## src/rtl/microcode_sequencer.sv

```systemverilog
// microcode_sequencer: microprogrammed controller with a registered micro-PC.
// Each microword is {seq[1:0], tgt[UADDR_W-1:0], cw[CW_W-1:0]}; seq selects
// fetch, jump, or one of two opcode dispatch tables. A stall holds the upc.
// Optional feature macro: UCODE_LOAD_EN makes the control store writable
// through ld_we/ld_addr/ld_data; without it the store is a constant ROM.
module microcode_sequencer #(
    parameter int CW_W    = 17,
    parameter int UADDR_W = 5,
    parameter int OP_W    = 7
) (
    input  logic                      clk,
    input  logic                      reset_n,
    input  logic                      stall,
    input  logic [OP_W-1:0]           op,
`ifdef UCODE_LOAD_EN
    input  logic                      ld_we,
    input  logic [UADDR_W-1:0]        ld_addr,
    input  logic [CW_W+UADDR_W+1:0]   ld_data,
`endif
    output logic [CW_W-1:0]           cw,
    output logic [UADDR_W-1:0]        upc,
    output logic                      illegal
);

    localparam int DEPTH = 2 ** UADDR_W;
    localparam int MW    = CW_W + UADDR_W + 2;

    typedef enum logic [1:0] {
        SEQ_FETCH = 2'b00,
        SEQ_JUMP  = 2'b01,
        SEQ_DISP1 = 2'b10,
        SEQ_DISP2 = 2'b11
    } seq_t;

    // Default control words, written at their native 17-bit width
    localparam logic [16:0] CW_FETCH   = 17'b10010101100000001;
    localparam logic [16:0] CW_DECODE  = 17'b00000101100001010;
    localparam logic [16:0] CW_MEMADR  = 17'b00000100010001011;
    localparam logic [16:0] CW_MEMREAD = 17'b00001000000000100;
    localparam logic [16:0] CW_MEMWB   = 17'b01000010000000000;
    localparam logic [16:0] CW_MEMWR   = 17'b00101000000000000;
    localparam logic [16:0] CW_EXER    = 17'b00000100001001000;
    localparam logic [16:0] CW_EXEI    = 17'b00000100011001000;
    localparam logic [16:0] CW_ALUWB   = 17'b01000000000000000;
    localparam logic [16:0] CW_BRANCH  = 17'b00000100010100000;

    localparam logic [OP_W-1:0] OP_LOAD   = OP_W'(7'b0000011);
    localparam logic [OP_W-1:0] OP_STORE  = OP_W'(7'b0100011);
    localparam logic [OP_W-1:0] OP_RTYPE  = OP_W'(7'b0110011);
    localparam logic [OP_W-1:0] OP_ITYPE  = OP_W'(7'b0010011);
    localparam logic [OP_W-1:0] OP_BRANCH = OP_W'(7'b1100011);

    // Pack one microword; target wraps modulo the store depth, cw is zero-extended
    function automatic logic [MW-1:0] uword(input seq_t s, input int unsigned t,
                                            input logic [16:0] c);
        logic [UADDR_W-1:0] t_mod;
        logic [CW_W-1:0]    c_ext;
        t_mod = UADDR_W'(t);
        c_ext = CW_W'(c);
        return {s, t_mod, c_ext};
    endfunction

    // Default microprogram as a constant case table
    function automatic logic [MW-1:0] default_word(input int unsigned a);
        case (a)
            0:       return uword(SEQ_JUMP,  1, CW_FETCH);
            1:       return uword(SEQ_DISP1, 0, CW_DECODE);
            2:       return uword(SEQ_DISP2, 0, CW_MEMADR);
            3:       return uword(SEQ_JUMP,  4, CW_MEMREAD);
            4:       return uword(SEQ_FETCH, 0, CW_MEMWB);
            5:       return uword(SEQ_FETCH, 0, CW_MEMWR);
            6:       return uword(SEQ_JUMP,  8, CW_EXER);
            7:       return uword(SEQ_JUMP,  8, CW_EXEI);
            8:       return uword(SEQ_FETCH, 0, CW_ALUWB);
            9:       return uword(SEQ_FETCH, 0, CW_BRANCH);
            default: return uword(SEQ_FETCH, 0, CW_FETCH);
        endcase
    endfunction

    logic [MW-1:0]      default_tbl [DEPTH];
    logic [MW-1:0]      word;
    logic [UADDR_W-1:0] upc_reg, upc_next;
    logic               illegal_reg, illegal_next;
    seq_t               seq;
    logic [UADDR_W-1:0] tgt;

    genvar gi;
    generate
        for (gi = 0; gi < DEPTH; gi++) begin : g_default
            assign default_tbl[gi] = default_word(gi);
        end
    endgenerate

`ifdef UCODE_LOAD_EN
    logic [MW-1:0] store_reg [DEPTH];

    // Writable store: reset restores the default program and drops a same-cycle write
    always_ff @(posedge clk) begin
        if (!reset_n) begin
            for (int i = 0; i < DEPTH; i++) begin
                store_reg[i] <= default_tbl[i];
            end
        end else if (ld_we) begin
            store_reg[ld_addr] <= ld_data;
        end
    end

    assign word = store_reg[upc_reg];
`else
    assign word = default_tbl[upc_reg];
`endif

    assign seq = seq_t'(word[MW-1 -: 2]);
    assign tgt = word[CW_W +: UADDR_W];
    assign cw  = word[CW_W-1:0];

    // Next micro-address: hold on stall, otherwise sequence or dispatch on op
    always_comb begin
        upc_next     = upc_reg;
        illegal_next = 1'b0;
        if (!stall) begin
            case (seq)
                SEQ_FETCH: upc_next = '0;
                SEQ_JUMP:  upc_next = tgt;
                SEQ_DISP1: begin
                    if (op == OP_LOAD || op == OP_STORE) upc_next = UADDR_W'(2);
                    else if (op == OP_RTYPE)             upc_next = UADDR_W'(6);
                    else if (op == OP_ITYPE)             upc_next = UADDR_W'(7);
                    else if (op == OP_BRANCH)            upc_next = UADDR_W'(9);
                    else begin
                        upc_next     = '0;
                        illegal_next = 1'b1;
                    end
                end
                SEQ_DISP2: begin
                    if (op == OP_LOAD)       upc_next = UADDR_W'(3);
                    else if (op == OP_STORE) upc_next = UADDR_W'(5);
                    else begin
                        upc_next     = '0;
                        illegal_next = 1'b1;
                    end
                end
                default: upc_next = '0;
            endcase
        end
    end

    // Micro-PC and illegal-pulse registers; reset wins over stall
    always_ff @(posedge clk) begin
        if (!reset_n) begin
            upc_reg     <= '0;
            illegal_reg <= 1'b0;
        end else begin
            upc_reg     <= upc_next;
            illegal_reg <= illegal_next;
        end
    end

    assign upc     = upc_reg;
    assign illegal = illegal_reg;

endmodule
```

## config.mk

```make
export PLATFORM = sky130hd
export DESIGN_NAME = microcode_sequencer
export DESIGN_NICKNAME = d
export VERILOG_FILES = /design/src/rtl/microcode_sequencer.sv
export SDC_FILE = /design/constraint.sdc
export NUM_CORES = 1
export LEC_CHECK = 0
export ABC_AREA = 1
export CAP_MARGIN = 20
export CORE_MARGIN = 5
export CORE_UTILIZATION = 35
export DETAILED_ROUTE_END_ITERATION = 12
export GPL_TIMING_DRIVEN = 0
export PLACE_DENSITY = 0.81
export SYNTH_ARGS = -nofsm -noshare
export SYNTH_HDL_FRONTEND = slang
export SYNTH_SLANG_ARGS = --single-unit
```

## constraint.sdc

```tcl
create_clock -name clk -period 1.3 [get_ports clk]
set_clock_uncertainty 0.1 [all_clocks]
set_input_delay 0.325 -clock clk [delete_from_list [all_inputs] [get_ports clk]]
set_output_delay 0.325 -clock clk [all_outputs]
set_load 0.02 [all_outputs]
```

; Word-level counts from Yosys, hierarchy flattened
; Memories as Yosys holds them, arrays and structs flattened.
; Index checks and enable logic that the tools add are counted.
[totals]
ff_bits = 6
rom_bits = 768
in_bits = 10
output_inout_bits = 23
wordCells = 33
mem_count = 1
[memory_table]
columns = memory, words, width, read_ports, rd_clocked_by_memory_dff, wr, line_no
row1 = (name not given), 32, 24, 1, 0, 0, 110  ; assign word = default_tbl[upc_reg];
[classes]
n_lt_le_gt_ge = 1
eq_ne = 8
muxes = 16
bitwise_logic = 2
reduce_logical = 3
[op_table]
columns = op, n
row1 = $mux W24, 2
row2 = $pmux W5 S4, 1
row3 = $mux W4, 4
row4 = $eq A7 B6 Y1 const B, 2
row5 = $eq A7 B2 Y1 const B, 1
row6 = $eq A7 B5 Y1 const B, 1
row7 = $eq A7 B7 Y1 const B, 1
row8 = $ge A6 B6 Y1 const B, 1
row9 = $mux W1, 6
row10 = $mux W3, 2
row11 = $not A5 Y6, 1
row12 = $eq A2 B2 Y1 const B, 2
row13 = $eq A2 B1 Y1 const B, 1
row14 = $logic_not A2 Y1, 1
row15 = $pmux W1 S2, 1
row16 = $reduce_or A2 Y1, 1
row17 = $logic_or A1 B1 Y1, 1
row18 = $not A1 Y1, 1

; Longest topological paths before layout
[logic_depth]
word_depth = 6
ltp_mapped = 10
depth_no_buf = 10

; Worst setup path before layout
; Ideal clock, no wire load.
[synth_timing]
kind = reg2out
startpoint = register upc_reg[1], in the netlist upc[1]
endpoint = output cw[11]
t_arrival_ns = 1.644
required_ns = 0.875
setup_slack_ns = -0.769
stages_incl_launch_ff = 6
path_buffers = 0
path_cell_list = dfxtp_1 inv_1 ha_1 inv_1 nor2_1 a221oi_1
[synth_via]
elab_chain_len = 4
[synth_rtl]
columns = element, line_no
row1 = "start, declared", 82  ; logic [UADDR_W-1:0] upc_reg, upc_next;
row2 = "start signal, assigned", 154  ; upc_reg <= upc_next;
row3 = $not A5 Y6 (not written as such), 110
row4 = $mem_v2 Z32 W24, --
row5 = $mux W24 (not written as such) (2 in a row), 110
row6 = "end, declared", 20  ; output logic [CW_W-1:0] cw,
; No other way between the ends. The select of a mux whose other input is x is not followed.

; Worst setup path in the final report
[layout_timing]
startpoint = register upc_reg[0], in the netlist upc[0]
endpoint = output cw[11]
; Same word-level chain as after synthesis.

==> metrics.yaml <==
outcome:
  outcome: "complete, but fails checks"
  violations: "setup timing"
yosys:
  synth_top_family_by_area: "simple AND/OR/NAND/NOR gates"
  yosys_warnings: 0
  synthAdderAreaFrac: 0.09653
  synth-compound-area-share: 0.1429
  synthCells: 105
  synth.distinct_cells: 24
  muxShareOfSynthArea: 0
  avgSynthCellArea_um2: 6.173
  synth_area_um2: 648.1
  synth_simple_gate_area_frac: 0.4228
  synth-seq-cells: 5
  ys_seq_area_frac: 0.1544
  synth-xor-area-share: 0
worst_setup_path:
  critPathArrivalTime_ns: 1.38
  crit_buf_inv: 3
  crit_fanout: 6
  startpoint: "upc[0]$_SDFFE_PN0N_"
  cp_cell_sequence: "inv_4 > ha_4 > inv_6 > nor2_4 > a221oi_4 > buf_6"
  slowest_delay_ns: 0.40
  r2r-start: "upc[1]$_SDFFE_PN0N_"
  worstSetupEndpoint: "cw[11]"
  endpoint_kind: "primary output"
  regToRegEndpoint: "upc[3]$_SDFFE_PN0N_"
  crit_family: "flip-flops"
  cp_slowest_cell: "dfxtp_4"
  cp_data_required_time_ns: 0.88
  rr_worst_depth: 11
  path_depth: 6
  crit_path_start_kind: "flip-flop"
  r2r_slack_ns: -0.31
  critPathKind: "flip-flop to primary output"
grt:
  grt_max_degree: 7
  grt_use_total: 0.1679
  grt_pass1_wl_mm: 3.539
  grt_pass1_vias: 817
  grt_overflow: 0
  antenna_found_initial: 0
cells_and_area:
  nets: 173
  final_cell_mix: "nand2_1 (24), buf_6 (17), buf_4 (16)"
  layout_commonest_cell: "nand2_1"
  final_area_mm2: 0.001420
  largest_reg_flops: 4
  drive_above_1_share: 0.5669
  fin_cells: 182
  area_delta_synth_final_pct: 119.1
  diodes: 0
clock_network:
  cts-root-buf: "clkbuf_4"
  clk_path_buf_depth: 2
  cts_tree: "done"
  h-tree-depth: 1
  clkTransAtPathRegs_ns: 0.05
  cts-buffers-inserted: 3
  clock-sinks: 5
  worstSkewPairLatency_ns: 0.25
placement:
  placed_cell_area_mm2: 0.001159
  dp.cells: 161
  dp_hpwl_mm: 1.457
  port_buffers: 30
  globalplace.congestion: 0.7640
power:
  leakage_nw: 0.6231
  p_per_area_mw_per_mm2: 465.6
  peakVddDrop_uv: 549.8
  power.total_uw: 661.3
sta:
  setup_violations: 21
  setup_slack_ns: -0.5067
  period_minus_slack_ns: 1.807
  post-route-period-util: 1.390
  hold_viol: 0
  fin_setup_tns_ns: -7.938
  rsz0062_at_grt: "yes"
  drv_slew: 0
  fmax_ghz: 0.5535
detailed_routing:
  wl_per_cell_um: 13.63
  vias: 910
  drt-pass1-iter-count: 4
  viasPerCell: 5.000
  routed_wl_mm: 2.480
  drtIter0Drc: 25
  route.detailed.drc: 0
  final_antenna_net_count: 0
floorplan:
  die_w_um: 53.03
  die_h_um: 53.03
  core_area_mm2: 0.001745
  io_pins: 33
  rows: 15
  dieArea_mm2: 0.002812
  start_util: 0.3713
worst_hold_path:
  worstHoldStart: "upc[2]$_SDFFE_PN0N_"
  hp-class: "flip-flop to flip-flop"
job:
  cap_violations: 0
cells by family after synthesis:
group,Yosys count
AND/OR/NAND/NOR,56
other,1
flip-flops,5
adder cells (fa/ha/maj),5
AO/OA/AOI/OAI,16
buffers and inverters,22
Yosys cell counts:
library cell	number	area, um2
a211oi_1	1	7.510
a21oi_1	6	30.03
a221o_1	1	10.01
a221oi_1	1	8.760
buf_4	4	30.03
buf_6	2	22.52
conb_1	1	3.750
dfxtp_1	5	100.1
ha_1	5	62.56
inv_1	11	41.29
inv_2	4	15.01
inv_4	1	6.260
nand2_1	28	105.1
nand2_2	1	6.260
nand2_4	1	11.26
nand3_1	7	35.03
nand3_2	2	20.02
nor2_1	13	48.80
nor2_4	2	22.52
nor2_8	1	20.02
nor3_1	1	5.000
o21ai_0	5	25.02
o21ai_1	1	5.000
o22ai_1	1	6.260
through the flow:
| step | worst slack (ns) | utilization | hold slack (ns) |
|---|---|---|---|
| finish | -0.5067 | 0.8136 | 0.5543 |
| global route | -0.5698 | 0.8136 | 0.6006 |
| CTS | -0.5191 | 0.7742 | 0.5275 |
| detailed placement | -0.8372 | 0.6638 | 0.4394 |
| global placement | -0.7976 | 0.6638 | 0.4279 |
| floorplan | -0.2783 | - | 0.3551 |
where the power goes:
part | total, mW | switching, mW | internal [mW]
logic | 0.312 | 0.162 | 0.150
registers | 0.164 | 0.00972 | 0.155
clock network | 0.185 | 0.0690 | 0.116
worst register-to-register path: stages, from the launching register on:
cell	delay, ns
dfxtp_4	0.37
inv_8	0.07
buf_4	0.13
ha_2	0.20
inv_1	0.05
nand2_1	0.09
nand2_2	0.09
nor2_4	0.11
nand2_1	0.07
nand2_1	0.08
nand2_1	0.08
a21oi_2	0.12
routing by layer:
metal / share of wire / vias up / GRT usage
met5: 0 / - / 0
met4: 0.044 / 0 / 0.03830
met3: 0.073 / 18 / 0.03099
met2: 0.51 / 59 / 0.3264
met1: 0.38 / 399 / 0.1838
li1: - / 434 / -
area by class of cell:
| cell class | count | area (um2) |
|---|---|---|
| Inverter | 16 | 95.09 |
| Tap cell | 25 | 31.28 |
| Fill cell | 102 | 325.3 |
| Clock buffer | 4 | 26.28 |
| Sequential cell | 5 | 112.6 |
| Multi-Input combinational cell | 79 | 633.1 |
| Buffer | 6 | 77.57 |
| Timing Repair Buffer | 47 | 444.2 |
worst min-delay path by stage:
stage,end,depth (start not counted)
final,upc[2]$_SDFFE_PN0N_,3
after global routing,upc[2]$_SDFFE_PN0N_,3
after CTS,upc[2]$_SDFFE_PN0N_,3
after detailed placement,upc[0]$_SDFFE_PN0N_,2
after global placement,upc[0]$_SDFFE_PN0N_,2
after floorplan,upc[0]$_SDFFE_PN0N_,2
repair_timing:
item,4_1_cts,5_1_grt
endpoints found under the hold margin,0,0
setup buffers,12,5
gates resized for setup,119,14
endpoints found under the setup margin,26,24
hold buffers,0,0
pin swaps,9,10
No activity file was read; power rests on OpenSTA's default activity.
